<file path="src/rtl/uart_pkg.sv">
// UART receive-path shared definitions: entry layout, parity modes,
// receive-sequencer state encodings and an entry-packing helper.
package uart_pkg;

    // FIFO entry layout: {ovf, brk, perr, data[8:0]}
    localparam int DATA_W   = 9;
    localparam int ENTRY_W  = 12;
    localparam int DATA_LSB = 0;
    localparam int PERR     = 9;
    localparam int BRK      = 10;
    localparam int OVF      = 11;

    // Parity modes shared with UartReceiver / transmitter configuration
    localparam logic [1:0] PARITY_SPACE = 2'd0;
    localparam logic [1:0] PARITY_ODD   = 2'd1;
    localparam logic [1:0] PARITY_EVEN  = 2'd2;
    localparam logic [1:0] PARITY_MARK  = 2'd3;

    typedef enum logic [1:0] {
        ST_IDLE = 2'b00,
        ST_PUSH = 2'b01,
        ST_WAIT = 2'b10
    } rxState_t;

    // Data and parity only mean something when a character was received;
    // a bare break frame carries zero data and no parity error.
    function automatic logic [ENTRY_W-1:0] makeEntry(
        input logic [DATA_W-1:0] data,
        input logic              valid,
        input logic              perr,
        input logic              brk,
        input logic              ovf
    );
        logic [ENTRY_W-1:0] e;
        e = '0;
        e[DATA_LSB +: DATA_W] = valid ? data : '0;
        e[PERR] = valid & perr;
        e[BRK]  = brk;
        e[OVF]  = ovf;
        return e;
    endfunction

endpackage

</file>
<file path="src/rtl/uart_rx_fifo_ctrl_if.sv">
// Bundle between UartReceiver/host and the receive FIFO controller.
// slave: controller view; master: receiver + host view.
interface uart_rx_fifo_ctrl_if #(
    parameter int DEPTH_LOG2 = 4
) ();
    import uart_pkg::*;

    // UartReceiver side
    logic [DATA_W-1:0]     rxData;
    logic                  rxValid;
    logic                  rxParityErr;
    logic                  rxOverflow;
    logic                  rxBreak;
    logic                  rxSilence;
    logic                  rxAck;

    // Host / register side
    logic                  popReq;
    logic [ENTRY_W-1:0]    headEntry;
    logic                  empty;
    logic [DEPTH_LOG2:0]   count;
    logic [DEPTH_LOG2:0]   threshold;
    logic                  flush;
    logic                  dropped;
    logic                  irq;

    modport slave (
        input  rxData, rxValid, rxParityErr, rxOverflow,
        input  rxBreak, rxSilence,
        output rxAck,
        input  popReq, threshold, flush,
        output headEntry, empty, count, dropped, irq
    );

    modport master (
        output rxData, rxValid, rxParityErr, rxOverflow,
        output rxBreak, rxSilence,
        input  rxAck,
        output popReq, threshold, flush,
        input  headEntry, empty, count, dropped, irq
    );

endinterface

</file>
<file path="src/rtl/sync_fifo.sv">
// Synchronous first-word-fall-through FIFO, 2**DEPTH_LOG2 entries.
// Ports: clk, rst (sync, active-low), clear, push/din, pop/dout, count, empty, full.
module sync_fifo #(
    parameter int WIDTH      = 12,
    parameter int DEPTH_LOG2 = 4
) (
    input  logic                  clk,
    input  logic                  rst,
    input  logic                  clear,
    input  logic                  push,
    input  logic [WIDTH-1:0]      din,
    input  logic                  pop,
    output logic [WIDTH-1:0]      dout,
    output logic [DEPTH_LOG2:0]   count,
    output logic                  empty,
    output logic                  full
);

    localparam int DEPTH = 1 << DEPTH_LOG2;
    localparam logic [DEPTH_LOG2:0]   FULL_CNT = {1'b1, {DEPTH_LOG2{1'b0}}};
    localparam logic [DEPTH_LOG2:0]   CNT_ONE  = 1;
    localparam logic [DEPTH_LOG2-1:0] PTR_ONE  = 1;

    logic [WIDTH-1:0]      mem [DEPTH];
    logic [DEPTH_LOG2-1:0] wrPtr;
    logic [DEPTH_LOG2-1:0] rdPtr;
    logic                  doPush;
    logic                  doPop;

    assign empty = (count == '0);
    assign full  = (count == FULL_CNT);

    // A pop on an empty FIFO is ignored; a push into a full FIFO only
    // goes through when the same-cycle pop frees the head slot.
    assign doPop  = pop && !empty && !clear;
    assign doPush = push && (!full || doPop) && !clear;

    // Empty output reads as zero rather than a stale slot.
    assign dout = empty ? '0 : mem[rdPtr];

    always_ff @(posedge clk) begin
        if (doPush) begin
            mem[wrPtr] <= din;
        end
    end

    always_ff @(posedge clk) begin
        if (!rst || clear) begin
            wrPtr <= '0;
            rdPtr <= '0;
            count <= '0;
        end else begin
            if (doPush) begin
                wrPtr <= wrPtr + PTR_ONE;
            end
            if (doPop) begin
                rdPtr <= rdPtr + PTR_ONE;
            end
            if (doPush && !doPop) begin
                count <= count + CNT_ONE;
            end else if (doPop && !doPush) begin
                count <= count - CNT_ONE;
            end
        end
    end

endmodule

</file>
<file path="src/rtl/uart_rx_fifo_ctrl.sv">
// Acknowledges UartReceiver frames, queues {ovf,brk,perr,data} for the host.
// Ports: clk, rst (sync, active-low), bus (slave: receiver + host signals).
module uart_rx_fifo_ctrl #(
    parameter int DEPTH_LOG2 = 4,
    parameter int ENTRY_W    = 12
) (
    input  logic              clk,
    input  logic              rst,
    uart_rx_fifo_ctrl_if.slave bus
);
    import uart_pkg::*;

    localparam logic [DEPTH_LOG2:0] CNT_ONE = 1;

    rxState_t            state;
    logic                ackQ;
    logic                droppedQ;
    logic                timeoutIrq;
    logic                silPrev;

    logic                frameIn;
    logic                pushReq;
    logic                fifoPush;
    logic                fifoFull;
    logic                fifoEmpty;
    logic [DEPTH_LOG2:0] fifoCount;
    logic [ENTRY_W-1:0]  entry;
    logic                willDrop;
    logic                goingEmpty;
    logic                silRise;

    assign frameIn = bus.rxValid | bus.rxBreak;

    // The entry is written on the same edge that enters PUSH, so the new
    // entry and the rxAck pulse become visible together.
    assign pushReq  = (state == ST_IDLE) && frameIn;
    assign fifoPush = pushReq && !bus.flush;

    assign entry = makeEntry(bus.rxData, bus.rxValid, bus.rxParityErr,
                             bus.rxBreak, bus.rxOverflow);

    // Full implies non-empty, so popReq always frees a slot here.
    assign willDrop   = fifoPush && fifoFull && !bus.popReq;
    assign goingEmpty = (fifoCount == CNT_ONE) && bus.popReq && !fifoPush;
    assign silRise    = bus.rxSilence && !silPrev;

    sync_fifo #(
        .WIDTH      (ENTRY_W),
        .DEPTH_LOG2 (DEPTH_LOG2)
    ) uFifo (
        .clk   (clk),
        .rst   (rst),
        .clear (bus.flush),
        .push  (fifoPush),
        .din   (entry),
        .pop   (bus.popReq),
        .dout  (bus.headEntry),
        .count (fifoCount),
        .empty (fifoEmpty),
        .full  (fifoFull)
    );

    // PUSH always falls through to WAIT, so rxAck lasts exactly one cycle.
    // WAIT holds off re-entry until the receiver has dropped its flags.
    always_ff @(posedge clk) begin
        if (!rst) begin
            state <= ST_IDLE;
            ackQ  <= 1'b0;
        end else begin
            unique case (state)
                ST_IDLE: begin
                    if (frameIn) begin
                        state <= ST_PUSH;
                        ackQ  <= 1'b1;
                    end
                end
                ST_PUSH: begin
                    state <= ST_WAIT;
                    ackQ  <= 1'b0;
                end
                ST_WAIT: begin
                    ackQ <= 1'b0;
                    if (!frameIn) begin
                        state <= ST_IDLE;
                    end
                end
                default: begin
                    state <= ST_IDLE;
                    ackQ  <= 1'b0;
                end
            endcase
        end
    end

    always_ff @(posedge clk) begin
        if (!rst) begin
            silPrev    <= 1'b0;
            droppedQ   <= 1'b0;
            timeoutIrq <= 1'b0;
        end else begin
            silPrev <= bus.rxSilence;

            if (bus.flush) begin
                droppedQ <= 1'b0;
            end else if (willDrop) begin
                droppedQ <= 1'b1;
            end

            if (bus.flush || fifoCount == '0 || goingEmpty) begin
                timeoutIrq <= 1'b0;
            end else if (silRise) begin
                timeoutIrq <= 1'b1;
            end
        end
    end

    assign bus.rxAck   = ackQ;
    assign bus.count   = fifoCount;
    assign bus.empty   = fifoEmpty;
    assign bus.dropped = droppedQ;
    assign bus.irq     = ((bus.threshold != '0) &&
                          (fifoCount >= bus.threshold)) || timeoutIrq;

endmodule

</file>
<file path="src/flat_wrapper.sv">
// flat-port wrapper written by rule: the top's interface ports become plain ports
module uart_rx_fifo_ctrl_flat import uart_pkg::*;
#(
    parameter int DEPTH_LOG2 = 4,
    parameter int ENTRY_W    = 12
)
  (clk, rst, bus_rxData, bus_rxValid, bus_rxParityErr, bus_rxOverflow, bus_rxBreak, bus_rxSilence, bus_rxAck, bus_popReq, bus_threshold, bus_flush, bus_headEntry, bus_empty, bus_count, bus_dropped, bus_irq);
  uart_rx_fifo_ctrl_if #(.DEPTH_LOG2(DEPTH_LOG2)) bus_i ();
  input  logic clk;
  input  logic rst;
  input wire logic [$bits(bus_i.rxData)-1:0] bus_rxData;
  input wire logic [$bits(bus_i.rxValid)-1:0] bus_rxValid;
  input wire logic [$bits(bus_i.rxParityErr)-1:0] bus_rxParityErr;
  input wire logic [$bits(bus_i.rxOverflow)-1:0] bus_rxOverflow;
  input wire logic [$bits(bus_i.rxBreak)-1:0] bus_rxBreak;
  input wire logic [$bits(bus_i.rxSilence)-1:0] bus_rxSilence;
  output wire logic [$bits(bus_i.rxAck)-1:0] bus_rxAck;
  input wire logic [$bits(bus_i.popReq)-1:0] bus_popReq;
  input wire logic [$bits(bus_i.threshold)-1:0] bus_threshold;
  input wire logic [$bits(bus_i.flush)-1:0] bus_flush;
  output wire logic [$bits(bus_i.headEntry)-1:0] bus_headEntry;
  output wire logic [$bits(bus_i.empty)-1:0] bus_empty;
  output wire logic [$bits(bus_i.count)-1:0] bus_count;
  output wire logic [$bits(bus_i.dropped)-1:0] bus_dropped;
  output wire logic [$bits(bus_i.irq)-1:0] bus_irq;
  assign bus_i.rxData = bus_rxData;
  assign bus_i.rxValid = bus_rxValid;
  assign bus_i.rxParityErr = bus_rxParityErr;
  assign bus_i.rxOverflow = bus_rxOverflow;
  assign bus_i.rxBreak = bus_rxBreak;
  assign bus_i.rxSilence = bus_rxSilence;
  assign bus_rxAck = bus_i.rxAck;
  assign bus_i.popReq = bus_popReq;
  assign bus_i.threshold = bus_threshold;
  assign bus_i.flush = bus_flush;
  assign bus_headEntry = bus_i.headEntry;
  assign bus_empty = bus_i.empty;
  assign bus_count = bus_i.count;
  assign bus_dropped = bus_i.dropped;
  assign bus_irq = bus_i.irq;
  uart_rx_fifo_ctrl #(.DEPTH_LOG2(DEPTH_LOG2), .ENTRY_W(ENTRY_W)) u_core (.clk(clk), .rst(rst), .bus(bus_i));
endmodule
</file>
<file path="config.mk">
export PLATFORM = sky130hd
export DESIGN_NAME = uart_rx_fifo_ctrl_flat
export DESIGN_NICKNAME = d
export VERILOG_FILES = /design/src/rtl/uart_pkg.sv /design/src/rtl/uart_rx_fifo_ctrl_if.sv /design/src/rtl/sync_fifo.sv /design/src/rtl/uart_rx_fifo_ctrl.sv /design/src/flat_wrapper.sv
export SDC_FILE = /design/constraint.sdc
export NUM_CORES = 1
export LEC_CHECK = 0
export ABC_CLOCK_PERIOD_IN_PS = 6800
export CAP_MARGIN = 30
export CORE_ASPECT_RATIO = 1.5
export CORE_MARGIN = 1.5
export CORE_UTILIZATION = 64
export DETAILED_ROUTE_END_ITERATION = 8
export GPL_ROUTABILITY_DRIVEN = 0
export GPL_TIMING_DRIVEN = 0
export MAX_ROUTING_LAYER = met4
export PLACE_DENSITY = 0.84
export SYNTH_ARGS = -nofsm -noshare
export SYNTH_HDL_FRONTEND = slang
export SYNTH_SLANG_ARGS = --single-unit
</file>
<file path="constraint.sdc">
create_clock -name clk -period 6.8 [get_ports clk]
set_input_delay 0.68 -clock clk [delete_from_list [all_inputs] [get_ports clk]]
set_output_delay 0.68 -clock clk [all_outputs]
set_load 0.01 [all_outputs]
</file>
==> impl_results.md <==
- Status: completed
- WL per Instance: 26.4 µm
- DRC viols: 0
- Pwr/cell area: 268 nW/µm²
- CTS tree: done
- Most common cell after layout, fill and taps aside: edfxtp_1
- Vias in the first global route: 4,979
- Distinct cells, synth: 40
- Fin crit period: between 3000 and 4000 ps
- Ys flop type: edfxtp_1
- Critical Path Start Type: flip-flop
- Ant diodes: 0
- Clk pwr share: 38.1%
- Drt pass-1 iters: 5
- Clock Latency Late Sink: between 400 and 500 ps
- Setup bufs post-CTS: 0
- Net Count, Synth: 505
- CTS Buffer Depth: 3
- Number of synthesized register bits: approximately 220
- Worst Path Class, Setup: flip-flop to output port
- Clock slew at reported path FFs: approximately 70 ps
- Fin. Hold Viols: 0
- FFs w/ async S/R, synth: 0%
- Sw frac: between 20% and 30%
- Max Clock Freq: ~0.26 GHz
- Slew Limit Headroom: about 37%
- Post-DRT Antenna Nets: 0
- Fraction of the cycle the final worst path needs: a little under three fifths
- Pleak: 3.28 nW
- Hold Buf Count CTS: 0
- Area of the multi-input gates: ~2300 µm²
- Pin count of the biggest net entering global routing: 18
- Post-cts sizing count: 0
- Layout Skew: 12.1 ps
- Post-DP HPWL: 12.1 mm
- Commonest non-fill, non-tap cells in the layout: edfxtp_1, mux4_2, clkdlybuf4s50_1
- Ranking of synthesized cells by area: edfxtp_1, mux4_2, dfxtp_1, ha_1, a211oi_1
- Area Overhead vs Synth: 14.6%
- VDD IR max: about 170 µV
- Req. time, crit path: between 6000 and 7000 ps
- Syn Inst Count: around 470
- Nature of the critical path endpoint: output port
- Flop pwr share: 54.6%
- Hold_ws: 523 ps
- Clock Sink Count: around 220
- CTS Buf Count: 19
- Final wirelength: 18.7 mm
- Worst-path maximum fanout: 10
- Initial core utilization: 65.1%
- Ports: 44
- Final core occ: about three quarters
- Logic pwr share: roughly 7.4%
- Ratio of cells with drive above 1 in the final layout: about a fifth
- Synth area leader: edfxtp_1
- Slew Limit Fails: 0
- Clk root buf: clkbuf_16
- Final count of negative-setup-slack endpoints: 0
- Initial DRC Count: 373
- Die area: ~14,000 µm²
- Initial antenna violation count: 0
- RSZ-0062 raised after global routing: false
- Die height: 146 µm
- Avg Cell Area, Syn: about 19 µm²
- Post-DR vias/cell: roughly 6.6
- Num rows: 52
- NetSw: ~0.00056 W
- Post-synth top area share: between 60% and 70%
- WP data arrival: 3130 ps
- Total number of vias: between 4,000 and 5,000
- First-pass GRT wire length: 28.4 mm
- All-Layer GR Usage: around 28%
- Slew @ Worst Pin: around 940 ps
- Fill count: around 760
- Remaining Overflow, GRT: 0
- Register area share after synthesis: a little under three quarters
- Htree depth: 1
- Core area: 13,400 µm²
- HP Class: flip-flop to flip-flop
- Die X: between 90 and 100 µm
- Max-cap violations: 0
- Sum of negative setup slack: 0 ps
- Post-synth design cell area: a little under 9000 µm²
- Final Net Count: between 500 and 600
- Seq. cell area: between 6000 and 7000 µm²
- Internal power: around 0.0021 W
- EDFF count, synth: ~190
- Ys Warns: 0
- Input/output buffers: between 40 and 50
[worst max-delay path, stage by stage, from the launching register on]
cell	delay [ps]
dfxtp_1	380
inv_1	150
ha_1	190
nor4b_2	770
clkbuf_1	480
a211oi_1	130
clkdlybuf4s50_1	520
[synth_stat cells, drive strengths merged (2+ instances only)]
cell type    n
nor3         5
nand4        3
and3        14
mux4        48
clkbuf       9
and2        13
xor2         3
nor4         3
a21oi        7
nand2        5
mux2i       16
nand2b       3
edfxtp     192
buf         16
a211oi      24
dfxtp       23
xnor2        6
inv         12
o211a        2
ha          15
o21ai        2
nor2        18
nor4b        2
nor2b       14
[routing by layer]
layer / part of all wire, % / track usage (%) / vias to the layer above
met5: 0 / - / -
met4: 3.6 / 11.4 / 0
met3: 5.8 / 2.98 / 55
met2: 55 / 49.5 / 247
met1: 35 / 32.5 / 2365
li1: - / - / 2002
[logic make-up after synthesis]
kind of cell               Yosys count  share of synthesized area [%]
and+or+nand+nor                     86                           5.74
xor gates and xnor gates             9                          0.904
adders and majority gates           15                           2.15
buffers and inverters               37                           2.18
muxes                               65                           14.4
DFF                                215                           71.4
AOI/OAI and AO/OA                   40                           3.31
[sequential cells by signal, indices dropped and copies added, names as in the netlist, named ones only]
name,cells
u_core.uFifo.mem,192
u_core.timeoutIrq,1
u_core.uFifo.rdPtr,4
u_core.state,2
u_core.uFifo.count,5
u_core.bus.dropped,1
u_core.silPrev,1
u_core.uFifo.wrPtr,4
u_core.bus.rxAck,1
[per-stage QoR]
step | setup slack (ps) | cell area [µm²] | std cells | power [W]
2_1_floorplan | 4140 | 8720 | 467 | 0.00159
3_3_place_gp | 2460 | 9360 | 672 | 0.00168
3_5_place_dp | 3060 | 9400 | 675 | 0.00169
4_1_cts | 3010 | 10000 | 709 | 0.00269
5_1_grt | 2810 | 10000 | 709 | 0.00276
6_report | 2990 | 10000 | 709 | 0.00268
[power by group through the flow]
stage / Sequential, W / Combinational (W) / Clock [W]
final: 0.00146 / 0.000198 / 0.00102
after global routing: 0.00146 / 0.000213 / 0.00108
after CTS: 0.00146 / 0.000198 / 0.00103
after detailed placement: 0.00149 / 0.000197 / 0
after global placement: 0.00149 / 0.000189 / 0
after floorplan: 0.00149 / 0.000108 / 0
[path summary, 6_finish.rpt]
| kind | cells after the start | startpoint | end | slack [ps] |
|---|---|---|---|---|
| max | 6 | u_core.uFifo.count[0] | bus_headEntry[9] | 2990 |
| min | 1 | u_core.bus.rxAck | u_core.bus.rxAck | 520 |
| max reg2reg | 10 | u_core.uFifo.count[0] | u_core.uFifo.count[4] | 3820 |
| min reg2reg | 1 | u_core.bus.rxAck | u_core.bus.rxAck | 520 |
[cell type report]
cell class / instances / area share (%)
Inverter: 12 / 0.451
Clock buffer: 29 / 5.61
Buffer: 25 / 1.45
Clock inverter: 5 / 0.363
Timing Repair Buffer: 46 / 4.64
Sequential cell: 215 / 62.3
Tap cell: 162 / 2.03
Multi-Input combinational cell: 215 / 23.2
(Power assumes the default switching activity.)
